## src/rtl/alu_seq_pkg.sv

```systemverilog
// Shared types and constants for the ALU operation sequencer.
// Covers the ALU op codes, the RV64 major opcodes it decodes, and the FSM/operand-select enums.
package alu_seq_pkg;

  localparam logic [3:0] ALU_AND = 4'b0000;
  localparam logic [3:0] ALU_OR  = 4'b0001;
  localparam logic [3:0] ALU_ADD = 4'b0010;
  localparam logic [3:0] ALU_SUB = 4'b0110;

  localparam logic [6:0] OPC_OP     = 7'b0110011;
  localparam logic [6:0] OPC_OP_IMM = 7'b0010011;
  localparam logic [6:0] OPC_LOAD   = 7'b0000011;
  localparam logic [6:0] OPC_STORE  = 7'b0100011;
  localparam logic [6:0] OPC_BRANCH = 7'b1100011;

  typedef enum logic [1:0] {ST_IDLE, ST_EXEC, ST_DONE} state_e;
  typedef enum logic [1:0] {B_RS2, B_IMM_I, B_IMM_S} b_sel_e;

endpackage

```

## src/rtl/alu_op_decode.sv

```systemverilog
// Combinational RV64 decoder: maps an instruction to an ALU op code, operand-b source and
// sign-extended immediate, and flags BEQ and unsupported encodings.
module alu_op_decode
  import alu_seq_pkg::*;
#(
  parameter int XLEN = 64
) (
  input  logic [31:0]     instr,
  output logic [3:0]      alu_op,
  output b_sel_e          b_sel,
  output logic [XLEN-1:0] imm,
  output logic            is_beq,
  output logic            illegal
);

  logic [6:0]      w_opcode;
  logic [2:0]      w_funct3;
  logic [6:0]      w_funct7;
  logic [XLEN-1:0] w_imm_i;
  logic [XLEN-1:0] w_imm_s;
  logic            w_unused;

  assign w_opcode = instr[6:0];
  assign w_funct3 = instr[14:12];
  assign w_funct7 = instr[31:25];
  assign w_imm_i  = {{(XLEN-12){instr[31]}}, instr[31:20]};
  assign w_imm_s  = {{(XLEN-12){instr[31]}}, instr[31:25], instr[11:7]};
  // The rs1 field is not needed: the register value arrives already read.
  assign w_unused = ^instr[19:15];

  always_comb begin
    // NOTE: every output gets a default first so no path through the case infers a latch.
    alu_op  = ALU_ADD;
    b_sel   = B_RS2;
    is_beq  = 1'b0;
    illegal = 1'b0;
    case (w_opcode)
      OPC_OP: begin
        case ({w_funct7, w_funct3})
          {7'b0000000, 3'b000}: alu_op = ALU_ADD;
          {7'b0100000, 3'b000}: alu_op = ALU_SUB;
          {7'b0000000, 3'b111}: alu_op = ALU_AND;
          {7'b0000000, 3'b110}: alu_op = ALU_OR;
          default:              illegal = 1'b1;
        endcase
      end
      OPC_OP_IMM: begin
        b_sel = B_IMM_I;
        case (w_funct3)
          3'b000:  alu_op = ALU_ADD;
          3'b111:  alu_op = ALU_AND;
          3'b110:  alu_op = ALU_OR;
          default: illegal = 1'b1;
        endcase
      end
      OPC_LOAD: begin
        b_sel   = B_IMM_I;
        illegal = (w_funct3 != 3'b011);
      end
      OPC_STORE: begin
        b_sel   = B_IMM_S;
        illegal = (w_funct3 != 3'b011);
      end
      OPC_BRANCH: begin
        alu_op  = ALU_SUB;
        is_beq  = (w_funct3 == 3'b000);
        illegal = (w_funct3 != 3'b000);
      end
      default: illegal = 1'b1;
    endcase
  end

  assign imm = (b_sel == B_IMM_S) ? w_imm_s : w_imm_i;

endmodule

```

## src/rtl/alu_op_sequencer.sv

```systemverilog
// Accepts one instruction plus operands, drives the external combinational ALU for ALU_LAT
// cycles, then returns the captured result and flags on a valid/ready channel.
module alu_op_sequencer
  import alu_seq_pkg::*;
#(
  parameter int XLEN    = 64,
  parameter int ALU_LAT = 1
) (
  input  logic            clk,
  input  logic            rst_n,
  input  logic            in_valid,
  output logic            in_ready,
  input  logic [31:0]     instr,
  input  logic [XLEN-1:0] rs1_val,
  input  logic [XLEN-1:0] rs2_val,
  output logic [XLEN-1:0] alu_a,
  output logic [XLEN-1:0] alu_b,
  output logic [3:0]      alu_op,
  input  logic [XLEN-1:0] alu_result,
  input  logic            alu_zero,
  output logic            out_valid,
  input  logic            out_ready,
  output logic [XLEN-1:0] out_result,
  output logic            out_zero,
  output logic            out_branch_taken,
  output logic            out_illegal
);

  state_e          r_state;
  logic [3:0]      r_cnt;
  logic            r_is_beq;
  logic [3:0]      w_dec_op;
  b_sel_e          w_dec_b_sel;
  logic [XLEN-1:0] w_dec_imm;
  logic            w_dec_is_beq;
  logic            w_dec_illegal;

  alu_op_decode #(.XLEN(XLEN)) u_decode (
    .instr   (instr),
    .alu_op  (w_dec_op),
    .b_sel   (w_dec_b_sel),
    .imm     (w_dec_imm),
    .is_beq  (w_dec_is_beq),
    .illegal (w_dec_illegal)
  );

  assign in_ready  = (r_state == ST_IDLE);
  assign out_valid = (r_state == ST_DONE);

  // NOTE: state and every datapath register use non-blocking assignments so all of them
  // update together at the edge; all of them reset so no output is ever X after reset.
  always_ff @(posedge clk or negedge rst_n) begin
    if (!rst_n) begin
      r_state          <= ST_IDLE;
      r_cnt            <= '0;
      r_is_beq         <= 1'b0;
      alu_a            <= '0;
      alu_b            <= '0;
      alu_op           <= '0;
      out_result       <= '0;
      out_zero         <= 1'b0;
      out_branch_taken <= 1'b0;
      out_illegal      <= 1'b0;
    end else begin
      case (r_state)
        ST_IDLE: begin
          if (in_valid) begin
            if (w_dec_illegal) begin
              out_illegal      <= 1'b1;
              out_result       <= '0;
              out_zero         <= 1'b0;
              out_branch_taken <= 1'b0;
              r_state          <= ST_DONE;
            end else begin
              alu_a    <= rs1_val;
              alu_b    <= (w_dec_b_sel == B_RS2) ? rs2_val : w_dec_imm;
              alu_op   <= w_dec_op;
              r_is_beq <= w_dec_is_beq;
              r_cnt    <= 4'(ALU_LAT - 1);
              r_state  <= ST_EXEC;
            end
          end
        end
        ST_EXEC: begin
          if (r_cnt == '0) begin
            out_result       <= alu_result;
            out_zero         <= alu_zero;
            out_branch_taken <= r_is_beq && alu_zero;
            out_illegal      <= 1'b0;
            r_state          <= ST_DONE;
          end else begin
            r_cnt <= r_cnt - 4'd1;
          end
        end
        ST_DONE: begin
          if (out_ready) r_state <= ST_IDLE;
        end
        default: r_state <= ST_IDLE;
      endcase
    end
  end

endmodule

```

## config.mk

```make
export PLATFORM = sky130hd
export DESIGN_NAME = alu_op_sequencer
export DESIGN_NICKNAME = d
export VERILOG_FILES = /design/src/rtl/alu_seq_pkg.sv /design/src/rtl/alu_op_decode.sv /design/src/rtl/alu_op_sequencer.sv
export SDC_FILE = /design/constraint.sdc
export NUM_CORES = 1
export LEC_CHECK = 0
export CORE_MARGIN = 2
export CORE_UTILIZATION = 30
export DETAILED_ROUTE_END_ITERATION = 6
export HOLD_SLACK_MARGIN = 0.08
export PLACE_DENSITY = 0.64
export REMOVE_ABC_BUFFERS = 1
export SYNTH_ARGS = -nofsm -noshare
export SYNTH_HDL_FRONTEND = slang
export SYNTH_SLANG_ARGS = --single-unit
```

## constraint.sdc

```tcl
create_clock -name clk -period 1.9 [get_ports clk]
set_input_delay 0.38 -clock clk [delete_from_list [all_inputs] [get_ports clk]]
set_output_delay 0.38 -clock clk [all_outputs]
set_load 0.02 [all_outputs]
```

==> results of run 1 <==
[power breakdown]
| group | total (mW) | switching (mW) | internal [mW] | leakage (nW) |
|---|---|---|---|---|
| sequential | 5.26 | 0.312 | 4.95 | 2.76 |
| combinational | 3.32 | 1.63 | 1.68 | 4.77 |
| clock | 5.01 | 1.90 | 3.11 | 0.438 |
[state kept, by name, indices dropped and copies added (netlist names)]
| register | cells |
|---|---|
| r_cnt | 4 |
| out_branch_taken | 1 |
| r_is_beq | 1 |
| out_illegal | 1 |
| alu_op | 3 |
| alu_b | 64 |
| out_zero | 1 |
| r_state | 2 |
| alu_a | 64 |
| out_result | 64 |
[synth_stat cells (all sizes together)]
master,count
o21ai,10
o221ai,1
a41o,1
a32o,1
and4bb,1
and3b,2
a31oi,2
nor3b,1
inv,4
a22o,64
o2111ai,1
buf,29
mux2,72
o41ai,1
ha,2
conb,1
a21oi,114
nor2b,3
nand3b,2
nor2,65
nand2b,3
or2,1
nand2,13
o31ai,1
nand4,1
nand3,3
dfrtp,205
o22ai,1
nor3,5
clkbuf,21
and3,2
mux2i,13
or3,2
o21bai,1
and2,2
[path summary, 6_finish.rpt]
kind,startpoint,to,slack (ns),cells past startpoint
max,out_result[21],out_result[21],0.01,1
min,instr[12],alu_op[0],0.12,2
max reg2reg,r_cnt[0],out_result[10],0.11,8
min reg2reg,alu_a[43],alu_a[43],0.48,1
max in group asynchronous,rst_n,alu_a[53],0.91,3
min in group asynchronous,rst_n,out_result[37],0.34,2
[layer usage]
layer  GRT usage, %  vias up  share of wire [%]
met2          30.90      253                 49
met3          4.840       51                6.6
li1               -     3264                  -
met5              0        -                  0
met4          6.447        0                3.3
met1          23.23     3466                 41
[cell type report]
type	instances	area, um2
clock inverter	9	111.4
antenna	1	2.502
timing repair buffer	484	5085
tap	341	426.7
fill	2376	12450
inverter	4	15.01
multi-input combinational	392	2800
clock buffer	37	780.7
sequential	205	5130
[layout by cell type, fill, tap and decap left out, drive strengths merged, types with 3 or more instances in the layout]
master           n
buf             57
nand3            3
nor2b            3
clkdlybuf4s50  255
inv              5
clkbuf          43
dlygate4sd2     86
clkinv           4
a21oi          114
nand2b           3
nand2           13
dlymetal6s2s    76
dfrtp          205
nor2            65
nor3             5
mux2            72
o21ai           10
a22o            64
mux2i           13
[cell families (layout without fill, tap and decap cells)]
family / after synthesis / after routing
AO/OA/AOI/OAI: 198 / 198
adder cells (fa/ha/maj): 2 / 2
buffers and inverters: 54 / 534
flip-flops: 205 / 205
multiplexers: 85 / 85
other: 1 / 2
AND/OR/NAND/NOR: 106 / 106
[repair_timing]
item,CTS,global route
gates resized for setup,109,97
pin swaps,9,4
hold endpoints to repair,37,0
buffers inserted,4,2
setup endpoints to repair,276,234
hold buffers,1,0
cloned,3,2
==> reports/results.txt, run 1 <==
worst skew pair latency -> 0.52 ns
largest net degree at the start of global routing -> 60
CP Cell Sequence -> clkdlybuf4s50_1
number of buffers added on ports -> 423
endpoints failing setup -> 0
Place WS -> -0.8703 ns
worst vdd ir -> 706.7 uV
Antenna Nets Post-Route -> 0
DRT iter0 DRCs -> 385
GP Congestion -> 0.8278
total chip power -> 13.59 mW
Chip Height -> 168.6 um
CTS sink cnt -> 205
hpwl dp -> 19620 um
pins over their slew limit -> 0
Synth Area in Simple Gates -> 5.943%
Post-DP Area -> 0.01310 mm2
setup TNS -> 0 ns
Root Buffer -> clkbuf_16
layout cells sized above 1 -> 15.12%
site row count -> 60
Area Overhead vs Synth -> 76.60%
Post-Synth Adder-Cell Area -> 0.3079%
initial core utilization -> 30.32%
CP max-delay cell -> clkdlybuf4s50_1
# nets final -> 1343
initial antenna violation count -> 1
Fin Hold WS -> 0.1247 ns
vias post-DR -> 7034
largest area contributor in the netlist -> dfrtp_1
main combinational cell family by area after synthesis -> compound AO/OA/AOI/OAI gates
Worst path max stage delay -> 0.62 ns
Reg clk slew, reported paths -> 0.06 ns
syn avg cell area -> 12.48 um2
First-pass DRT Iterations -> 6
MaxCap Viol Count -> 0
Tmin final -> 1.888 ns
Leak Pwr -> 7.970 nW
Util after Layout -> 53.55%
GRT Residual Overflow -> 0
crit path launch type -> flip-flop
Critical Path Fanout Max -> 2
HP Class -> in -> reg
DIE WIDTH -> 168.6 um
number of distinct library cells after synthesis -> 40
Longest Clk Path Bufs -> 3
CP Buf/Inv Count -> 1
crit path capture type -> output pin
Cells after DPL -> 1415
critical path class -> reg -> out
average wire per standard cell -> 18.92 um
Post-Syn Area -> 0.008127 mm2
Synth warnings -> 0
H-tree Lvls -> 1
CTS buffer count -> 25
Yosys top cell area share -> 63.13%
complex-gate fraction of the synthesized area -> 15.70%
number of global-route vias before repair -> 7194
DR DRC count -> 0
die footprint -> 0.02842 mm2
Total GRT Usage -> 18.47%
post-synthesis mux area share -> 11.58%
TritonCTS clock tree -> built
CP Data Arrival Time -> 1.51 ns
Worst EP required -> 1.52 ns
fin worst setup slack -> 0.01200 ns
final instance area -> 0.01435 mm2
global-route wire length before repair -> 41460 um
fmax -> 529.7 MHz
via-per-instance ratio -> 4.775
status -> finished clean
Synth Register Bits -> 205
Core Footprint -> 0.02680 mm2
final hold vios -> 0
synth top area cells -> dfrtp_1, a21oi_1, a22o_1
critical path's top delay family -> buffers and inverters
Synth Area in XOR/XNOR -> 0%
fin cells -> 1473
PD cells -> 947.1 mW/mm2
wirelength, routed -> 27860 um
# IOs -> 430
share of the clock period used by the worst path -> 99.37%
Mapped Cells -> 651
post-synthesis sequential area ratio -> 63.13%
Layout Skew -> 0.01119 ns
No activity file was read; power rests on OpenSTA's default activity.
==> run 2: changes to the inputs <==
--- a/config.mk
+++ b/config.mk
@@ -5,11 +5,12 @@
 export SDC_FILE = /design/constraint.sdc
 export NUM_CORES = 1
 export LEC_CHECK = 0
+export ABC_AREA = 1
 export CORE_MARGIN = 2
 export CORE_UTILIZATION = 30
 export DETAILED_ROUTE_END_ITERATION = 6
 export HOLD_SLACK_MARGIN = 0.08
-export PLACE_DENSITY = 0.64
+export PLACE_DENSITY = 0.62
 export REMOVE_ABC_BUFFERS = 1
 export SYNTH_ARGS = -nofsm -noshare
 export SYNTH_HDL_FRONTEND = slang
==> constraint.sdc (replaced) <==
create_clock -name clk -period 1.9 [get_ports clk]
set_input_delay 0.38 -clock clk [delete_from_list [all_inputs] [get_ports clk]]
set_output_delay 0.38 -clock clk [all_outputs]
set_load 0.1 [all_outputs]
==> reports/results.txt, run 2 <==
R2R setup slack -> 0.17 ns (+0.06 ns)
proportion of synthesized flip-flops having asynchronous set or reset -> 100.0% (unchanged)
Post-DP Area -> 0.01412 mm2 (+7.8%)
PD cells -> 1462 mW/mm2 (+54%)
Root Buffer -> clkbuf_16
Util after Layout -> 48.72% (-4.8 points)
commonest non-fill, non-tap cell in the layout -> nand2_1
number of buffers added on ports -> 423 (unchanged)
synth top area cells -> dfrtp_1, nand2_1, o21ai_2
die footprint -> 0.03266 mm2 (+15%)
Sw Share -> 50.90% (+23 points)
global-route wire length before repair -> 46810 um (+13%)
Mapped Cells -> 1105 (+70%)
setup TNS -> 0 ns (unchanged)
Antenna Nets Post-Route -> 0 (unchanged)
CP Data Arrival Time -> 1.45 ns (-0.06 ns)
Psw -> 11.12 mW (+190%)
post-synthesis sequential area ratio -> 54.76% (-8.4 points)
Worst path max stage delay -> 0.44 ns (-0.18 ns)
Post-CTS Setup Inserts -> 0 (-4)
vias post-DR -> 8667 (+23%)
layout cells sized above 1 -> 25.02% (+9.9 points)
Worst EP required -> 1.52 ns (about the same)
initial antenna violation count -> 0 (-1)
total chip power -> 21.85 mW (+61%)
Critical Path Fanout Max -> 4 (+2)
DR DRC count -> 0 (unchanged)
Post-Syn Area -> 0.009368 mm2 (+15%)
H-tree Lvls -> 1 (unchanged)
MaxCap Viol Count -> 0 (unchanged)
CP max-delay cell -> dfrtp_2
CTS buffer count -> 24 (-4.0%)
Synth Flop Type -> dfrtp_1
Clock Power Share -> 20.6% (-16 points)
Seq pwr share -> 26.8% (-12 points)
worst skew pair latency -> 0.51 ns (about the same)
Synth warnings -> 0 (unchanged)
largest net degree at the start of global routing -> 67 (+12%)
DIE WIDTH -> 180.7 um (+7.2%)
worst vdd ir -> 825.6 uV (+17%)
# IOs -> 430 (unchanged)
Synth top cells by count -> nand2_1, dfrtp_1, inv_1, nand3_1, o21ai_2
syn avg cell area -> 8.478 um2 (-32%)
Core Footprint -> 0.03067 mm2 (+14%)
First-pass DRT Iterations -> 4 (-2)
RSZ-0062 raised after global routing -> yes
Leak Pwr -> 8.063 nW (+1.2%)
biggest regs -> alu_a (64), alu_b (64), out_result (64)
final hold vios -> 0 (unchanged)
via-per-instance ratio -> 4.406 (-7.7%)
TritonCTS clock tree -> built
pins over their slew limit -> 0 (unchanged)
endpoints failing setup -> 0 (unchanged)
fmax -> 547.4 MHz (+3.4%)
GRT Residual Overflow -> 0 (unchanged)
critical path class -> reg -> out
DRT iter0 DRCs -> 444 (+15%)
number of distinct library cells after synthesis -> 33 (-18%)
hpwl dp -> 21630 um (+10%)
Chip Height -> 180.7 um (+7.2%)
Layout Skew -> 0.006991 ns (-0.004202 ns)
final instance area -> 0.01494 mm2 (+4.1%)
wirelength, routed -> 29210 um (+4.8%)
crit path capture type -> output pin
crit path launch type -> flip-flop
internal power -> 10.73 mW (+10%)
number of global-route vias before repair -> 8620 (+20%)
CTS sink cnt -> 205 (unchanged)
status -> finished clean
initial core utilization -> 30.54% (+0.22 points)
# nets final -> 1784 (+33%)
n_diodes -> 0 (-1)
Reg clk slew, reported paths -> 0.06 ns (about the same)
combinational share of power -> 52.6% (+28 points)
Cells after DPL -> 1922 (+36%)
CP Cell Sequence -> nor2_4 > buf_4 > buf_12
Area Overhead vs Synth -> 59.50%
Tmin final -> 1.827 ns (-0.06126 ns)
Synth Register Bits -> 205 (unchanged)
CP Buf/Inv Count -> 2 (+1)
Yosys top cell area share -> 54.76% (-8.4 points)
average wire per standard cell -> 14.85 um (-21%)
critical path's top delay family -> flip-flops
Post-synth EDFFs -> 0 (unchanged)
Longest Clk Path Bufs -> 3 (unchanged)
fin cells -> 1967 (+34%)
HP Class -> in -> async
largest area contributor in the netlist -> dfrtp_1
commonest non-fill, non-tap cells in the layout -> nand2_1, buf_4, clkdlybuf4s50_1
site row count -> 64 (+6.7%)
GP Congestion -> 0.8036 (-2.9%)
Total GRT Usage -> 17.53% (-0.94 points)
most numerous cell in the Yosys netlist -> nand2_1
share of the clock period used by the worst path -> 96.14% (-3.2 points)
-- run 2: cell types whose count changed after synthesis, moves of 16 or more --
cell and delta:
nand2_1 +398, inv_1 +136, a21oi_1 -108, nand3_1 +85
o21ai_2 +70, a22o_1 -64, nor2_1 -45, mux2_2 -40
o21ai_0 +39, mux2_1 -32, o21ai_1 +20, buf_6 +16
-- run 2: worst register-to-register path, stage by stage (launching register included) --
cell,delay (ns)
dfrtp_1,0.41
inv_1,0.11
ha_1,0.15
nand3_1,0.08
nand2_2,0.13
nand2_2,0.10
nor2_2,0.18
nand2_4,0.09
buf_12,0.18
nand2_1,0.12
nand2_1,0.05
-- run 2: kinds of logic (layout without fill, tap and decap cells) --
kind of cell | count (synthesis) | count (layout) | synth area share (%)
compound gates | 148 | 148 | 10.79
xor+xnor | 1 | 1 | 0.09351
fa+ha+maj | 2 | 2 | 0.2671
buf+inv | 207 | 673 | 10.19
flops | 205 | 205 | 54.76
mux | 3 | 3 | 0.3206
other cells | 1 | 1 | 0.04003
simple gates | 538 | 538 | 23.53
-- run 2: repair_timing --
item / CTS / global route
endpoints found under the hold margin: 39 / 0
hold buffers: 1 / 0
gates cloned: 0 / 0
gates resized for setup: 2 / 9
endpoints found under the setup margin: 1 / 174
-- run 2: metal layers --
layer  global-route usage (%)  share of wire (%)  wire length, um
met4                    4.871                2.5              721
met2                    29.08                 47            13790
met1                    22.46                 42            12270
met3                    4.838                8.3             2433
met5                        0                  0                0
-- run 2: power groups by stage --
stage / registers [mW] / logic [mW] / clock network, mW
floorplan: 12.3 / 1.60 / 0
global placement: 5.88 / 11.5 / 0
detailed placement: 5.90 / 11.6 / 0
CTS: 5.85 / 11.6 / 4.67
global route: 5.98 / 11.9 / 4.85
finish: 5.85 / 11.5 / 4.50
-- run 2: layout make-up --
cell class | count | area [um2]
clock buffers | 39 | 748.2
clock inverters | 5 | 25.02
fillers | 2943 | 15730
inverters | 144 | 540.5
multi-input cells | 693 | 3319
flip-flops and latches | 205 | 5131
well taps | 396 | 495.5
repair buffers | 485 | 4682
-- run 2: final timing paths --
check / startpoint / endpoint / depth (start not counted)
max in group asynchronous: rst_n / out_result[14] / 3
min in group clk: instr[14] / alu_op[0] / 5
worst min register to register: out_result[56] / out_result[56] / 2
worst min-delay path: rst_n / alu_b[60] / 2
worst max register to register: r_cnt[0] / out_result[46] / 10
worst max-delay path: r_state[1] / in_ready / 3
-- run 2: per-stage QoR --
stage          setup slack (ns)  hold slack, ns
6_report                0.07327          0.3833
2_1_floorplan            -2.173         0.08441
5_1_grt                -0.04611          0.3983
3_3_place_gp            -0.4095          0.3787
3_5_place_dp            -0.4440          0.3786
4_1_cts                 0.01770          0.3817
==> run 3: changes to the inputs <==
--- a/config.mk
+++ b/config.mk
@@ -10,7 +10,7 @@
 export CORE_UTILIZATION = 30
 export DETAILED_ROUTE_END_ITERATION = 6
 export HOLD_SLACK_MARGIN = 0.08
-export PLACE_DENSITY = 0.62
+export PLACE_DENSITY = 0.59
 export REMOVE_ABC_BUFFERS = 1
 export SYNTH_ARGS = -nofsm -noshare
 export SYNTH_HDL_FRONTEND = slang
==> constraint.sdc (replaced) <==
create_clock -name clk -period 1.7 [get_ports clk]
set_input_delay 0.34 -clock clk [delete_from_list [all_inputs] [get_ports clk]]
set_output_delay 0.34 -clock clk [all_outputs]
set_load 0.1 [all_outputs]
==> reports/results.txt, run 3 (synthesis results as in run 2) <==
status -> finished clean
CP max-delay cell -> dfrtp_1
GRT Residual Overflow -> 0 (unchanged)
routed wl met3 -> 2835 um (+17%)
Longest Clk Path Bufs -> 3 (unchanged)
Layout Skew -> 0.007736 ns (+0.0007445 ns)
global-route wire length before repair -> 48160 um (+2.9%)
HP Class -> in -> reg
TritonCTS clock tree -> built
Tmin final -> 1.697 ns
DIE WIDTH -> 180.7 um (unchanged)
endpoints failing setup -> 0 (unchanged)
biggest regs -> alu_a (64), alu_b (64), out_result (64)
worst vdd ir -> 1128 uV (+37%)
PD cells -> 1578 mW/mm2 (+7.9%)
fmax -> 589.3 MHz
crit path capture type -> flip-flop
die footprint -> 0.03266 mm2 (unchanged)
Antenna Nets Post-Route -> 0 (unchanged)
final instance area -> 0.01824 mm2 (+22%)
Reg clk slew, reported paths -> 0.06 ns (about the same)
Multi-input gate area -> 0.003664 mm2 (+10%)
GP Congestion -> 0.8144 (+1.3%)
Area Overhead vs Synth -> 94.66%
Chip Height -> 180.7 um (unchanged)
crit path launch type -> flip-flop
# IOs -> 430 (unchanged)
initial antenna violation count -> 1 (+1)
site row count -> 64 (unchanged)
FF-to-FF Start -> r_cnt[1]
pins over their slew limit -> 0 (unchanged)
# nets final -> 1821 (+2.1%)
CP startpoint -> r_cnt[1]
Worst path max stage delay -> 0.40 ns (-0.04 ns)
share of the clock period used by the worst path -> 99.82%
number of buffers added on ports -> 423 (unchanged)
via-per-instance ratio -> 4.493 (+2.0%)
H-tree Lvls -> 1 (unchanged)
met1 wire length -> 13120 um (+7.0%)
Fin Hold WS -> 0.2451 ns (-0.1381 ns)
Leak Pwr -> 9.168 nW (+14%)
total chip power -> 28.77 mW (+32%)
Critical Path Fanout Max -> 6 (+2)
First-pass DRT Iterations -> 5 (+1)
hpwl dp -> 22690 um (+4.9%)
CP Data Arrival Time -> 2.10 ns (+0.65 ns)
critical path class -> reg -> reg
vias post-DR -> 9009 (+3.9%)
top layer in use -> met4
CP Cell Sequence -> inv_2 > ha_4 > nand3_2 > nand2_2 > nand2_4 > nor2_4 > nand2_4 > clkbuf_16 > nand2_1 > nand2_1
DR DRC count -> 0 (unchanged)
Worst EP required -> 2.10 ns (+0.58 ns)
Root Buffer -> clkbuf_16
CTS buffer count -> 25 (+4.2%)
RSZ-0062 raised after global routing -> yes
commonest non-fill, non-tap cells in the layout -> nand2_1, buf_12, clkdlybuf4s50_1
filler instances -> 2579 (-12%)
layout cells sized above 1 -> 31.09% (+6.1 points)
Seq. cell area -> 0.005132 mm2 (about the same)
WL met2 -> 16380 um (+19%)
Core Footprint -> 0.03067 mm2 (unchanged)
Util after Layout -> 59.46% (+11 points)
largest net degree at the start of global routing -> 67 (unchanged)
CTS sink cnt -> 205 (unchanged)
number of global-route vias before repair -> 8748 (+1.5%)
final hold vios -> 0 (unchanged)
initial core utilization -> 30.54% (unchanged)
DRT iter0 DRCs -> 425 (-4.3%)
wirelength, routed -> 33170 um (+14%)
worst skew pair latency -> 0.52 ns (about the same)
Total GRT Usage -> 18.25% (+0.72 points)
average wire per standard cell -> 16.54 um (+11%)
HP Start -> instr[28]
MaxCap Viol Count -> 0 (unchanged)
Post-DP Area -> 0.01643 mm2 (+16%)
commonest non-fill, non-tap cell in the layout -> nand2_1
==> run 3: changes by cell type in the layout (fill, tap and decap cells not counted), moves of 10 or more <==
cell | before | now
buf_12 | 36 | 217
buf_4 | 223 | 52
nand2_1 | 408 | 373
nand2_2 | 5 | 31
clkdlybuf4s50_1 | 221 | 209
nand3_1 | 88 | 77
clkbuf_16 | 25 | 35
==> run 3: final timing paths <==
check	endpoint	slack, ns	cells past startpoint
max in group asynchronous	alu_a[41]	0.76	3
worst max register to register	out_result[63]	0.003	10
worst max-delay path	out_result[63]	0.003	10
worst min register to register	out_result[17]	0.53	2
min in group asynchronous	alu_a[23]	0.31	2
worst min-delay path	alu_b[8]	0.25	3
==> run 3: layout make-up <==
type                            instances  share of cell area [%]
Antenna cell                            1                 0.01372
Clock inverter                          9                  0.6793
Multi-Input combinational cell        694                   20.09
Timing Repair Buffer                  520                   41.24
Clock buffer                           36                   4.151
Inverter                              144                   2.964
Tap cell                              396                   2.717
Sequential cell                       205                   28.15
==> run 3: stage by stage <==
step	std cells	TNS, ns	worst slack [ns]
2_1_floorplan	1042	-420.94	-2.333
3_3_place_gp	1929	-99.24	-0.5201
3_5_place_dp	1929	-111.04	-0.5945
4_1_cts	1982	-0.6294	-0.04951
5_1_grt	2005	-3.354	-0.07783
6_report	2005	0	0.003068
==> run 3: critical path: cells and delay by family, from the launching register on <==
kind	cells	cell delay, ns
and+or+nand+nor	7	0.75
DFF	1	0.40
buffers and inverters	2	0.31
adders and majority gates	1	0.13
==> run 3: layer usage <==
layer	track usage [%]	vias to the layer above
li1	-	4405
met3	5.684	53
met5	0	-
met2	31.24	324
met1	22.35	4227
met4	4.548	0
==> run 3: where the power goes <==
group,internal (mW),switching (mW),leakage (nW)
registers,5.90,1.12,2.76
clock network,3.53,2.10,0.442
logic,5.92,10.2,5.96
total,15.3,13.4,9.17
==> run 3: repair_timing <==
item | CTS | global route
setup buffers | 5 | 11
hold endpoints to repair | 28 | 0
hold buffers | 1 | 0
gates resized for setup | 21 | 121
cloned | 2 | 14
pin swaps | 2 | 30
endpoints found under the setup margin | 81 | 204
